### config.mk
export PLATFORM = sky130hd
export DESIGN_NAME = lcd_text_arbiter
export DESIGN_NICKNAME = d
export VERILOG_FILES = /design/src/rtl/lcd_pkg.sv /design/src/rtl/lcd_rr_arb2.sv /design/src/rtl/lcd_text_arbiter.sv
export SDC_FILE = /design/constraint.sdc
export NUM_CORES = 1
export LEC_CHECK = 0
export BUFFER_PORTS_ARGS = -buffer_cell sky130_fd_sc_hd__buf_4
export CAP_MARGIN = 20
export CORE_MARGIN = 3
export CORE_UTILIZATION = 51
export CTS_BUF_LIST = sky130_fd_sc_hd__clkbuf_8
export CTS_CLUSTER_SIZE = 10
export DETAILED_ROUTE_END_ITERATION = 8
export PLACE_DENSITY = 0.67
export SLEW_MARGIN = 10
export SYNTH_ARGS = -nofsm -noshare
export SYNTH_HDL_FRONTEND = slang
export SYNTH_HIERARCHICAL = 1
export SYNTH_SLANG_ARGS = --single-unit
### constraint.sdc
create_clock -name CLOCK_50 -period 21.5 [get_ports CLOCK_50]
set_clock_uncertainty 0.05 [all_clocks]
set_input_delay 4.3 -clock CLOCK_50 [delete_from_list [all_inputs] [get_ports CLOCK_50]]
set_output_delay 4.3 -clock CLOCK_50 [all_outputs]
set_load 0.1 [all_outputs]
### src/rtl/lcd_pkg.sv
// Shared constants and types for the LCD text buffer and its write arbiter.
// The ASCII filter helper is used only when LCD_ASCII_FILTER_EN is defined.
package lcd_pkg;

  localparam int LCD_CHARS  = 32;
  localparam int LCD_ADDR_W = 5;
  localparam int LCD_CHAR_W = 8;

  localparam logic [LCD_CHAR_W-1:0] LCD_SPACE   = 8'h20;
  localparam logic [LCD_CHAR_W-1:0] LCD_UNPRINT = 8'h3F;

  typedef enum logic {ST_IDLE, ST_CLEAR} lcd_state_e;

  typedef enum logic {REQ_A, REQ_B} req_id_e;

  // Map anything outside printable ASCII to '?'.
  function automatic logic [LCD_CHAR_W-1:0] lcd_ascii_filter(input logic [LCD_CHAR_W-1:0] c);
    return ((c < 8'h20) || (c > 8'h7E)) ? LCD_UNPRINT : c;
  endfunction

endpackage

### src/rtl/lcd_rr_arb2.sv
// Two-way arbiter: round-robin on contention when FAIR=1, fixed A priority when FAIR=0.
// Purely combinational; the caller owns the last-grant register.
module lcd_rr_arb2
  import lcd_pkg::*;
#(
  parameter bit FAIR = 1'b1
) (
  input  logic    valid_a_i,
  input  logic    valid_b_i,
  input  req_id_e last_grant_i,
  output logic    gnt_a_o,
  output logic    gnt_b_o
);

  always_comb begin
    gnt_a_o = valid_a_i && (!valid_b_i || !FAIR || (last_grant_i == REQ_B));
    gnt_b_o = valid_b_i && !gnt_a_o;
  end

endmodule

### src/rtl/lcd_text_arbiter.sv
// 32-character LCD text buffer with two arbitrated writers, a 32-cycle clear sequencer
// and a registered read port. Define LCD_ASCII_FILTER_EN to store unprintables as '?'.
module lcd_text_arbiter
  import lcd_pkg::*;
#(
  parameter logic [7:0] CLEAR_CHAR = 8'h20,
  parameter bit         FAIR       = 1'b1
) (
  input  logic       CLOCK_50,
  input  logic       RESET,
  input  logic       a_valid,
  output logic       a_ready,
  input  logic [4:0] a_addr,
  input  logic [7:0] a_char,
  input  logic       b_valid,
  output logic       b_ready,
  input  logic [4:0] b_addr,
  input  logic [7:0] b_char,
  input  logic       clear_req,
  output logic       busy,
  input  logic [4:0] position,
  output logic [7:0] word
);

  lcd_state_e                  state_q, state_d;
  logic       [LCD_ADDR_W-1:0] clr_cnt_q, clr_cnt_d;
  req_id_e                     last_grant_q, last_grant_d;
  logic       [LCD_CHAR_W-1:0] buf_q [LCD_CHARS];
  logic       [LCD_CHAR_W-1:0] word_q;

  logic                  arb_en;
  logic                  wr_en;
  logic [LCD_ADDR_W-1:0] wr_addr;
  logic [LCD_CHAR_W-1:0] wr_data;
  logic [LCD_CHAR_W-1:0] a_store, b_store;

`ifdef LCD_ASCII_FILTER_EN
  assign a_store = lcd_ascii_filter(a_char);
  assign b_store = lcd_ascii_filter(b_char);
`else
  assign a_store = a_char;
  assign b_store = b_char;
`endif

  // A clear request steals the cycle from both requesters.
  assign arb_en = (state_q == ST_IDLE) && !clear_req;

  lcd_rr_arb2 #(
    .FAIR (FAIR)
  ) u_arb (
    .valid_a_i    (a_valid && arb_en),
    .valid_b_i    (b_valid && arb_en),
    .last_grant_i (last_grant_q),
    .gnt_a_o      (a_ready),
    .gnt_b_o      (b_ready)
  );

  always_ff @(posedge CLOCK_50 or posedge RESET) begin
    if (RESET) begin
      state_q      <= ST_IDLE;
      clr_cnt_q    <= '0;
      last_grant_q <= REQ_B;
    end else begin
      state_q      <= state_d;
      clr_cnt_q    <= clr_cnt_d;
      last_grant_q <= last_grant_d;
    end
  end

  always_comb begin
    state_d   = state_q;
    clr_cnt_d = clr_cnt_q;
    unique case (state_q)
      ST_IDLE: begin
        if (clear_req) begin
          state_d   = ST_CLEAR;
          clr_cnt_d = '0;
        end
      end
      ST_CLEAR: begin
        clr_cnt_d = clr_cnt_q + 5'd1;
        if (clr_cnt_q == LCD_ADDR_W'(LCD_CHARS - 1)) state_d = ST_IDLE;
      end
      default: state_d = ST_IDLE;
    endcase
  end

  always_comb begin
    busy         = (state_q == ST_CLEAR);
    wr_en        = 1'b0;
    wr_addr      = clr_cnt_q;
    wr_data      = CLEAR_CHAR;
    last_grant_d = last_grant_q;
    if (busy) begin
      wr_en = 1'b1;
    end else if (a_valid && a_ready) begin
      wr_en        = 1'b1;
      wr_addr      = a_addr;
      wr_data      = a_store;
      last_grant_d = REQ_A;
    end else if (b_valid && b_ready) begin
      wr_en        = 1'b1;
      wr_addr      = b_addr;
      wr_data      = b_store;
      last_grant_d = REQ_B;
    end
  end

  // Read samples the pre-write contents, so a same-edge write shows up one cycle later.
  always_ff @(posedge CLOCK_50 or posedge RESET) begin
    if (RESET) begin
      for (int i = 0; i < LCD_CHARS; i++) buf_q[i] <= CLEAR_CHAR;
      word_q <= CLEAR_CHAR;
    end else begin
      if (wr_en) buf_q[wr_addr] <= wr_data;
      word_q <= buf_q[position];
    end
  end

  assign word = word_q;

endmodule

==> run_results.csv <==
group,metric,value,unit
outcome,status,"finished clean",
synth,synth-seq-cells,271,
pwr,irDropWorstVdd,0.0000728,V
critical_path,path_delay_family,"compound AO/OA/AOI/OAI gates",
sta,tns,0,ns
critical_path,r2r_cells,8,
clock_network,cts_setup_buffers,0,
final_layout,areaGrowthSynthToFinish,11.4,%
critical_path,critPathKind,"primary input to primary output",
sta,hold_slack,0.446,ns
clock_network,clkLatencyLatePin,0.54,ns
synth,synth-simple-area-share,0.0505,
synth,syn_area_per_cell,15.9,um^2
synth,yosysSeqAreaShare,0.521,
final_layout,num_antenna_cells,0,
final_layout,final_cell_mix,"mux2_2 (247), dfrtp_1 (237), mux4_2 (80)",
clock_network,cts.sink_count,271,
sta,setup_viol,0,
synth,ys_types,59,
die,dieArea,27600,um^2
critical_path,critPathLaunchType,"primary input",
synth,syn_nets,859,
clock_network,htree_levels,2,
synth,synth_fa_ha_area_frac,0.00191,
synth,synthMuxAreaShare,0.372,
detailed_routing,firstDrtPassIters,5,
clock_network,cts_tree,"done",
critical_path,crit_path_start,"clear_req",
grt,grt_pass1_wl,46.5,mm
synth,synth_top_family_by_area,"multiplexers",
sta,slew_headroom,0.199,
grt,grt_util_all_layers,0.215,
hold_path,min_path_cells,1,
sta,fmax,0.0972,GHz
critical_path,cp-end-kind,"primary output",
detailed_routing,routed_wl,29.5,mm
grt,grt_start_max_net_pins,112,
clock_network,clock_tree.root_cell,"clkbuf_8",
pwr,p_leak,0.00683,uW
die,rows,58,
grt,antenna_found_initial,0,
clock_network,cts_resized,0,
critical_path,cp-endpoint,"a_ready",
critical_path,worstReg2RegStart,"busy",
clock_network,clk_path_buf_depth,3,
place,port_buffers,46,
final_layout,drive_gt1_frac,0.599,
critical_path,rrSetupSlack,16.57,ns
die,die_x,166,um
final_layout,nNetsFinal,906,
detailed_routing,avgRoutedWirePerCell,24.0,um
critical_path,arrival,5.94,ns
sta,finalCriticalPeriod,10.29,ns
critical_path,cp_data_required_time,17.15,ns
grt,grt_overflow,0,
die,initial_utilization,0.520,
die,core-area,25200,um^2
die,die_height,166,um
critical_path,r2r-end,"buf_q[132]",
critical_path,cpMostUsedCell,"buf_4",
detailed_routing,remaining_drc_errors,0,
clock_network,cts_buffers,44,
critical_path,path_buf_inv,2,
sta,finalHoldViolCount,0,
synth,synth_xor_area_frac,0.00134,
detailed_routing,ant_nets,0,
detailed_routing,vias,7402,
flow_run,maxCapViolCount,0,
sta,tightest_slew,1.20,ns
final_layout,fill_cells,1929,
hold_path,hp-class,"flop to flop",
clock_network,cts.clk_slew.worst_paths,0.06,ns
place,dp_hpwl,19.3,mm
synth,yosysWarnings,6,
pwr,cellPowerDensity,89.5,nW/um^2
critical_path,cpPeakStageDelay,0.72,ns
critical_path,cp_cell_sequence,"buf_4 > nor2_1 > and2_1 > a21boi_1 > buf_4",
critical_path,crit_path_max_fanout,12,
grt,grt_pass1_vias,7996,
sta,rsz0062_at_grt,"no",
place,globalplace.congestion,0.892,
detailed_routing,viasPerCell,6.01,
final_layout,layout_commonest_cell,"mux2_2",
die,pin_count,47,
sta,finalCritPeriodShare,0.479,
synth,synth_cells,821,
detailed_routing,drtIter0Drc,602,
critical_path,cp_num_cells,5,
synth,synth_compound_area_frac,0.0304,
sta,finalMaxSlewViolations,0,
synth,synth_area,13100,um^2
clock_network,hold_buffers,0,
critical_path,slowest_stage,"a21boi_1",
## cell type report
type	instances	area, um^2	share of cell area
Sequential cell	271	6820	0.468
Multi-Input combinational cell	485	6010	0.412
Clock buffer	54	743	0.0510
Timing Repair Buffer	59	463	0.0317
Tap cell	330	413	0.0283
Clock inverter	26	100	0.00686
Inverter	7	33.8	0.00232
## power by group
| part | leakage, uW | internal, uW | switching (uW) |
|---|---|---|---|
| Combinational | 0.00265 | 111 | 177 |
| Sequential | 0.00366 | 568 | 27.5 |
| Clock | 0.000524 | 226 | 195 |
| Total | 0.00683 | 905 | 400 |
## cell usage after synthesis, drive strengths merged
library cell | number | area [um^2]
inv | 7 | 26.3
a22oi | 2 | 15.0
nand2 | 28 | 120
nand4 | 1 | 6.26
nand4b | 1 | 8.76
a32o | 1 | 10.0
o22ai | 3 | 18.8
nor3 | 17 | 270
dfstp | 34 | 893
o31ai | 5 | 37.5
clkbuf | 35 | 131
buf | 23 | 141
xor2 | 1 | 8.76
a211oi | 3 | 22.5
o21ai | 4 | 27.5
ha | 2 | 25.0
and3b | 1 | 8.76
mux4 | 80 | 1800
a31oi | 3 | 25.0
and4 | 1 | 8.76
a32oi | 1 | 16.3
and4b | 2 | 23.8
o31a | 4 | 35.0
a31o | 1 | 17.5
mux2i | 1 | 10.0
nor2 | 6 | 22.5
nor4 | 1 | 12.5
a21boi | 4 | 33.8
or2 | 1 | 6.26
o2111ai | 2 | 17.5
a21o | 1 | 7.51
a21oi | 11 | 55.1
and2 | 3 | 18.8
a22o | 2 | 18.8
xnor2 | 1 | 8.76
o211a | 1 | 10.0
nand3 | 18 | 130
o21a | 2 | 15.0
mux2 | 266 | 3060
a2bb2oi | 1 | 15.0
nand2b | 1 | 6.26
and3 | 2 | 17.5
dfrtp | 237 | 5930
## routing by layer
| layer | share of wire | vias to the layer above | track usage |
|---|---|---|---|
| li1 | - | 3214 | - |
| met1 | 0.46 | 3956 | 0.315 |
| met2 | 0.46 | 184 | 0.334 |
| met3 | 0.047 | 48 | 0.0440 |
| met4 | 0.025 | 0 | 0.0560 |
| met5 | 0 | - | 0 |
## sequential cells by signal, summed over array words and instances, names as in the netlist
signal	count
word	8
clr_cnt_q	5
last_grant_q	1
busy	1
buf_q	256
## kinds of logic after synthesis
kind of cell / after synthesis
xor+xnor: 2
fa+ha+maj: 2
mux: 347
simple gates: 83
flops: 271
buf+inv: 65
compound gates: 51
## metrics by stage
stage | total power (uW) | std cells | setup slack (ns) | utilization | area, um^2
global route | 1360 | 1232 | 11.02 | 0.579 | 14600
finish | 1300 | 1232 | 11.21 | 0.579 | 14600
detailed placement | 894 | 1151 | 11.23 | 0.545 | 13700
global placement | 881 | 1151 | 11.31 | 0.545 | 13700
CTS | 1320 | 1231 | 11.23 | 0.578 | 14600
floorplan | 823 | 821 | 9.74 | - | 13100
## how the worst min path moves through the flow
stage                      end        from
floorplan            buf_q[64]   buf_q[64]
global placement     buf_q[67]   buf_q[67]
detailed placement  buf_q[204]  buf_q[204]
CTS                 buf_q[204]  buf_q[204]
global route        buf_q[110]  buf_q[110]
finish               buf_q[67]   buf_q[67]
Power figures use the tool's default switching activity.
